==> config.mk <==
export PLATFORM = sky130hd
export DESIGN_NAME = rice_core_fetch_pc_gen
export DESIGN_NICKNAME = d
export VERILOG_FILES = /design/src/rtl/rice_core_fetch_pc_gen.sv
export SDC_FILE = /design/constraint.sdc
export NUM_CORES = 1
export LEC_CHECK = 0
export CAP_MARGIN = 20
export CORE_MARGIN = 4
export CORE_UTILIZATION = 46
export DETAILED_ROUTE_END_ITERATION = 8
export PLACE_DENSITY_LB_ADDON = 0.05
export REMOVE_ABC_BUFFERS = 1
export SLEW_MARGIN = 40
export SYNTH_ARGS = -nofsm -noshare
export SYNTH_HDL_FRONTEND = slang
export SYNTH_SLANG_ARGS = --single-unit
==> constraint.sdc <==
create_clock -name i_clk -period 2.7 [get_ports i_clk]
set_clock_uncertainty 0.15 [all_clocks]
set_input_delay 0.405 -clock i_clk [delete_from_list [all_inputs] [get_ports i_clk]]
set_output_delay 0.405 -clock i_clk [all_outputs]
set_load 0.1 [all_outputs]
==> src/rtl/rice_core_fetch_pc_gen.sv <==
// Next-PC generator at the head of fetch: drives the predictor lookup PC and issues
// fetch requests carrying the prediction used, frozen while a request is stalled.
module rice_core_fetch_pc_gen #(
  parameter int unsigned    XLEN     = 32,
  parameter logic [XLEN-1:0] RESET_PC = '0
) (
  input  logic            i_clk,
  input  logic            i_rst,
  input  logic            i_enable,
  input  logic            i_flush,
  input  logic [XLEN-1:0] i_flush_pc,
  output logic [XLEN-1:0] o_pc,
  input  logic            i_bp_taken,
  input  logic [XLEN-1:0] i_bp_target_pc,
  output logic            o_req_valid,
  input  logic            i_req_ready,
  output logic [XLEN-1:0] o_req_pc,
  output logic            o_req_pred_taken,
  output logic [XLEN-1:0] o_req_pred_target_pc
);

  localparam logic [1:0] ST_IDLE     = 2'd0;
  localparam logic [1:0] ST_FETCH    = 2'd1;
  localparam logic [1:0] ST_REDIRECT = 2'd2;

  localparam logic [XLEN-1:0] PC_STEP  = XLEN'(4);
  localparam logic [XLEN-1:0] PC_ALIGN = ~XLEN'(3);

  logic [1:0]      state_q, state_d;
  logic [XLEN-1:0] pc_q, pc_d;
  logic            hold_q, hold_d;
  logic            held_taken_q, held_taken_d;
  logic [XLEN-1:0] held_target_q, held_target_d;

  logic [XLEN-1:0] pc_plus4;
  logic            live_taken;
  logic [XLEN-1:0] live_target;
  logic            in_fetch;
  logic            req_valid;
  logic            pred_taken;
  logic [XLEN-1:0] pred_target;
  logic            fire;
  logic            stall;

  // Request datapath: live prediction unless a stalled request froze it.
  always_comb begin
    pc_plus4    = pc_q + PC_STEP;
    live_taken  = i_enable & i_bp_taken;
    live_target = live_taken ? i_bp_target_pc : pc_plus4;
    in_fetch    = (state_q == ST_FETCH);
    req_valid   = in_fetch & ~i_flush;
    pred_taken  = 1'b0;
    pred_target = '0;
    if (in_fetch) begin
      if (hold_q) begin
        pred_taken  = held_taken_q;
        pred_target = held_target_q;
      end else begin
        pred_taken  = live_taken;
        pred_target = live_target;
      end
    end
    fire  = req_valid & i_req_ready;
    stall = req_valid & ~i_req_ready;
  end

  // Next-state logic; flush outranks every handshake outcome.
  always_comb begin
    state_d       = state_q;
    pc_d          = pc_q;
    hold_d        = hold_q;
    held_taken_d  = held_taken_q;
    held_target_d = held_target_q;
    if (i_flush) begin
      state_d = ST_REDIRECT;
      pc_d    = i_flush_pc & PC_ALIGN;
      hold_d  = 1'b0;
    end else begin
      case (state_q)
        ST_IDLE:     state_d = ST_FETCH;
        ST_REDIRECT: state_d = ST_FETCH;
        ST_FETCH: begin
          if (fire) begin
            pc_d   = pred_taken ? (pred_target & PC_ALIGN) : pc_plus4;
            hold_d = 1'b0;
          end else if (stall) begin
            hold_d        = 1'b1;
            held_taken_d  = pred_taken;
            held_target_d = pred_target;
          end
        end
        default:     state_d = ST_IDLE;
      endcase
    end
  end

  always_ff @(posedge i_clk) begin
    if (i_rst) begin
      state_q       <= ST_IDLE;
      pc_q          <= RESET_PC;
      hold_q        <= 1'b0;
      held_taken_q  <= 1'b0;
      held_target_q <= '0;
    end else begin
      state_q       <= state_d;
      pc_q          <= pc_d;
      hold_q        <= hold_d;
      held_taken_q  <= held_taken_d;
      held_target_q <= held_target_d;
    end
  end

  assign o_pc                 = pc_q;
  assign o_req_pc             = pc_q;
  assign o_req_valid          = req_valid;
  assign o_req_pred_taken     = pred_taken;
  assign o_req_pred_target_pc = pred_target;

endmodule

==> results.json, run 1 <==
{
  "whs_ps": 301,
  "finalPower_w": 0.00312,
  "maxSlewViolCount": 0,
  "syn_inst": 643,
  "worstHoldStart": "held_target_q[16]",
  "final_common_cell": "buf_4",
  "cp_max_fo": 6,
  "hold_end": "held_target_q[16]",
  "r2r_end": "o_pc[21]",
  "tightest_slew_ps": 630,
  "min_path_type": "reg2reg",
  "areaGrowthSynthToFinish_pct": 65.2,
  "nets": 921,
  "cts_tree": "built",
  "cts-htree-levels": 3,
  "ir_drop_uv": 335,
  "p_per_area_nw_per_um2": 399,
  "synth_top_cell_by_area": "dfxtp_1",
  "hold_buffers": 0,
  "finalSetupTns_ps": -327,
  "period_minus_slack_ps": 2780,
  "r2r_slack_ps": 350,
  "grt_pass1_wl_microns": 29900,
  "hold_viol": 0,
  "drt.antenna.violating_nets": 0,
  "dr.pass1.iters": 7,
  "yosysSeqAreaShare_pct": 28.8,
  "grt_pass1_vias": 5881,
  "die_w_microns": 109,
  "drive_above_1_share_pct": 38.0,
  "arrival_ps": 2230,
  "fp.coreArea_sq_um": 9910,
  "syn_avg_cell_area_sq_um": 7.35,
  "cts_sinks": 68,
  "placed_cells": 941,
  "dp_hpwl_microns": 13400,
  "cp-end-kind": "output port",
  "ys_top_cells_by_area": "dfxtp_1 29%, nor2_1 5.7%, a21oi_1 5.1%",
  "first_iter_violations": 644,
  "grt_setup_unrepaired": "yes",
  "status": "finished, violations left",
  "clk-insertion-delay-late_ps": 350,
  "critPathLaunchType": "flop",
  "synth-async-reset-ratio_pct": 0,
  "fin_cells": 986,
  "finalCritPeriodShare_pct": 103,
  "rows": 36,
  "place_congestion": 0.929,
  "synthFlopType": "dfxtp_1",
  "grt_start_max_net_pins": 57,
  "die_area_sq_um": 12000,
  "start_util_pct": 47.7,
  "drc_errors": 0,
  "fmax_ghz": 0.359,
  "synth_area_sq_um": 4730,
  "final_cell_mix": "154 x buf_4, 66 x clkdlybuf4s50_1, 63 x nor2_1",
  "clockBufferDepth": 2,
  "ys_warn_count": 0,
  "synth_edf_count": 0,
  "cp_data_required_time_ps": 2140,
  "io_pins": 168,
  "root_buffer": "clkbuf_8",
  "wl_microns": 20300,
  "synth_top_cell_area_share_pct": 28.8,
  "n_antenna_cell": 0,
  "cts-buffers-inserted": 9,
  "wl_per_cell_microns": 20.5,
  "cts.clk_slew.worst_paths_ps": 80,
  "overflow": 0,
  "leakage_nw": 3.05,
  "r2r-start": "hold_q",
  "via_per_inst": 6.19,
  "via_count": 6100,
  "ys_ff_latch": 68,
  "violations": "negative setup slack",
  "slew-limit-headroom_pct": 57.9,
  "worst_slack_ps": -82.1,
  "setup_violations": 8,
  "grt_usage_pct": 31.8,
  "max-cap-violations": 0,
  "postLayoutCoreUtil_pct": 78.8,
  "path_class": "reg2out",
  "hold_depth": 2,
  "die_h_microns": 109,
  "port-buffer-count": 165,
  "reg2reg_depth": 6,
  "antenna_found_initial": 0,
  "post_synth_num_cell_types": 63
}
[worst max-delay path, stage by stage, from the launching register on]
cell and delay, ps:
dfxtp_2 360, buf_6 120, and4_4 230, nand4_1 180, or3_4 420, and2_4 180, a21oi_4 190, buf_12 200
[what timing repair did]
action / 4_1_cts / 5_1_grt
gates resized for setup: 61 / 64
buffers inserted: 9 / 22
hold endpoints to repair: 0 / 0
pin swaps: 20 / 23
endpoints found under the setup margin: 19 / 28
gates cloned: 1 / 0
[metal layers]
metal	GRT usage [%]	wire length, microns
met1	39.7	7640
met2	55.8	10100
met4	11.0	533
met3	4.52	1950
met5	0	0
[state kept, by name, summed over array words and instances, names as in the netlist]
signal,cells
hold_q,1
held_target_q,32
state_q,2
o_pc,32
held_taken_q,1
[layout make-up]
type | count | area, sq um
flip-flops and latches | 68 | 1420
fillers | 698 | 2100
well taps | 133 | 166
clock buffers | 11 | 141
repair buffers | 273 | 2750
inverters | 14 | 52.6
multi-input cells | 484 | 3260
clock inverters | 3 | 15.0
[cells in the mapped netlist (all sizes together) (4+ instances only)]
cell    instances
o22ai          18
a211oi         11
or3            11
o31a            6
a21oi          48
nor2           72
inv            13
o32ai           4
nor4           11
and3            4
dfxtp          68
o31ai           8
nand3          37
and4            6
o21ai          34
and2            7
xnor2           6
o21a            6
nand4           8
o221a           5
xor2           10
nor2b           5
nand2          56
buf            39
clkbuf         38
o211ai         14
a222oi         11
a31oi           4
o311ai          7
nand2b         11
nor3           23
a22oi          11
[per-stage QoR]
stage	setup WS (ps)	cell area, sq um
after floorplan	-3000	4310
after global placement	11.3	6950
after detailed placement	-52.9	6950
after CTS	-24.8	7400
after global routing	-114	7810
final	-82.1	7810
[where the power goes]
part           leakage (nW)  internal [W]  switching [W]  total [W]
combinational          2.40      0.000425       0.000854    0.00128
sequential            0.566       0.00104      0.0000506    0.00109
clock                0.0848      0.000345       0.000407   0.000752
[how the worst max path moves through the flow]
| stage | startpoint | end | depth (start not counted) |
|---|---|---|---|
| CTS | o_pc[9] | o_req_pred_target_pc[24] | 6 |
| detailed placement | i_flush | o_pc[28] | 5 |
| floorplan | o_pc[2] | o_req_pred_target_pc[28] | 6 |
| global route | o_pc[12] | o_req_pred_target_pc[18] | 7 |
| finish | o_pc[12] | o_req_pred_target_pc[18] | 7 |
| global placement | i_flush | o_pc[30] | 5 |
[kinds of logic after synthesis]
family	Yosys count	share of synthesized area, %
buf+inv	91	9.90
flops	68	28.8
compound gates	206	29.8
fa+ha+maj	1	0.265
simple gates	257	27.4
mux	4	0.874
xor+xnor	16	2.97
Power figures use the tool's default switching activity.
==> run 2: changes to the inputs <==
--- a/config.mk
+++ b/config.mk
@@ -5,6 +5,7 @@
 export SDC_FILE = /design/constraint.sdc
 export NUM_CORES = 1
 export LEC_CHECK = 0
+export ABC_CLOCK_PERIOD_IN_PS = 2700
 export CAP_MARGIN = 20
 export CORE_MARGIN = 4
 export CORE_UTILIZATION = 46
==> constraint.sdc (replaced) <==
create_clock -name i_clk -period 2.7 [get_ports i_clk]
set_clock_uncertainty 0.15 [all_clocks]
set_input_delay 0.54 -clock i_clk [delete_from_list [all_inputs] [get_ports i_clk]]
set_output_delay 0.54 -clock i_clk [all_outputs]
set_load 0.1 [all_outputs]
==> run 2 against run 1 <==
Global-route usage up 4.3 points. Clock power increased by 22%. The run still ends with negative setup slack left. Hold slack improved by 10 ps. Non-clock buffer count increased by 71. Highest routed layer unchanged. Largest power group unchanged. Final area increased by 13%. Wire length is 27% higher. Sequential power hardly changed. Count of clock-buffer cells in the layout is 4 higher. Utilization increased by 11 points.
==> results.json, run 2 (synthesized netlist as in run 1, its figures left out) <==
{
  "status": "finished, violations left",
  "violations": "negative setup slack",
  "rows": 36,
  "wl_per_cell_microns": 24.3,
  "place_ws_ps": -235,
  "cts.clk_slew.worst_paths_ps": 80,
  "path_class": "reg2out",
  "cts_sinks": 68,
  "placed_cells": 985,
  "final_common_cell": "buf_4",
  "worst_slack_ps": -335,
  "via_per_inst": 6.75,
  "overflow": 0,
  "max-cap-violations": 0,
  "root_buffer": "clkbuf_8",
  "grt_pass1_vias": 6662,
  "hold_buffers": 0,
  "first_iter_violations": 894,
  "r2r_slack_ps": -50,
  "nets": 992,
  "clockBufferDepth": 2,
  "dr.pass1.iters": 7,
  "clk-insertion-delay-late_ps": 360,
  "finalSetupTns_ps": -3680,
  "critPathLaunchType": "flop",
  "drt.antenna.violating_nets": 0,
  "fmax_ghz": 0.330,
  "dp_hpwl_microns": 14000,
  "arrival_ps": 2340,
  "grt_usage_pct": 36.1,
  "fp.coreArea_sq_um": 9910,
  "hold_end": "held_target_q[11]",
  "cp-end-kind": "output port",
  "hold_depth": 2,
  "place_congestion": 0.904,
  "tightest_slew_ps": 677,
  "wl_microns": 25700,
  "maxSlewViolCount": 0,
  "period_minus_slack_ps": 3030,
  "p_per_area_nw_per_um2": 389,
  "drc_errors": 0,
  "worstHoldStart": "held_target_q[11]",
  "grt_setup_unrepaired": "yes",
  "io_pins": 168,
  "final_cell_mix": "200 x buf_4, 64 x clkdlybuf4s50_1, 52 x nand2_1",
  "setup_violations": 27,
  "antenna_found_initial": 0,
  "finalPower_w": 0.00344,
  "port-buffer-count": 165,
  "cts_tree": "built",
  "grt_start_max_net_pins": 39,
  "die_area_sq_um": 12000,
  "die_w_microns": 109,
  "min_path_type": "reg2reg",
  "slew-limit-headroom_pct": 54.3,
  "start_util_pct": 47.7,
  "grt_pass1_wl_microns": 33800,
  "die_h_microns": 109,
  "cts-buffers-inserted": 9,
  "cp_data_required_time_ps": 2010,
  "reg2reg_depth": 18,
  "cts-htree-levels": 3,
  "via_count": 7150,
  "r2r_end": "o_pc[23]",
  "ir_drop_uv": 284,
  "drive_above_1_share_pct": 47.4,
  "areaGrowthSynthToFinish_pct": 87.3,
  "leakage_nw": 3.57,
  "r2r-start": "o_pc[10]",
  "finalCritPeriodShare_pct": 112,
  "hold_viol": 0,
  "fin_cells": 1060,
  "cp_max_fo": 3
}
==> run 2: cell type report <==
type,count,area [sq um]
Inverter,14,53.8
Tap cell,133,166
Antenna cell,1,2.50
Clock buffer,15,166
Fill cell,454,1060
Timing Repair Buffer,344,3360
Clock inverter,1,30.0
Sequential cell,68,1420
Multi-Input combinational cell,484,3660
==> run 2: critical path: stages, from the launching register on <==
cell and delay [ps]:
dfxtp_2 370, nand4_4 130, or3_4 410, buf_4 160
o31ai_1 410, and2_4 260, a21oi_4 60, buf_12 190
==> run 2: per-layer routing <==
metal / GRT usage, % / vias up / wire [microns]
li1: - / 2924 / -
met1: 41.6 / 3296 / 8550
met2: 60.9 / 698 / 11800
met3: 8.87 / 232 / 3500
met4: 20.1 / 0 / 1870
met5: 0 / - / 0
==> run 2: worst max path at each step <==
stage | from | endpoint | slack [ps] | cells past startpoint
2_1_floorplan | o_pc[2] | o_req_pred_target_pc[28] | -3130 | 6
3_3_place_gp | i_enable | o_req_pred_target_pc[18] | -190 | 7
3_5_place_dp | i_flush | o_pc[29] | -230 | 5
4_1_cts | o_pc[14] | o_req_pred_target_pc[24] | -210 | 6
5_1_grt | o_pc[14] | o_req_pred_target_pc[24] | -360 | 7
6_report | o_pc[14] | o_req_pred_target_pc[24] | -330 | 7
==> run 2: report_power, final <==
part | leakage (nW) | total, W | internal (W) | switching (W)
registers | 0.566 | 0.00109 | 0.00103 | 0.0000519
logic | 2.90 | 0.00143 | 0.000495 | 0.000939
clock network | 0.0980 | 0.000921 | 0.000481 | 0.000441
total | 3.57 | 0.00344 | 0.00201 | 0.00143
==> run 2: timing repair <==
item / in CTS / in global routing
buffers inserted: 38 / 22
hold endpoints to repair: 0 / 0
resized for setup: 132 / 97
pin swaps: 43 / 51
cloned: 2 / 0
endpoints found under the setup margin: 32 / 30
==> run 2: through the flow <==
step           utilization [%]  hold WS, ps  area [sq um]
3_3_place_gp              73.2          284          7250
6_report                  89.3          312          8850
4_1_cts                   83.2          306          8240
5_1_grt                   89.3          332          8850
3_5_place_dp              73.2          296          7250
2_1_floorplan                -          275          4310
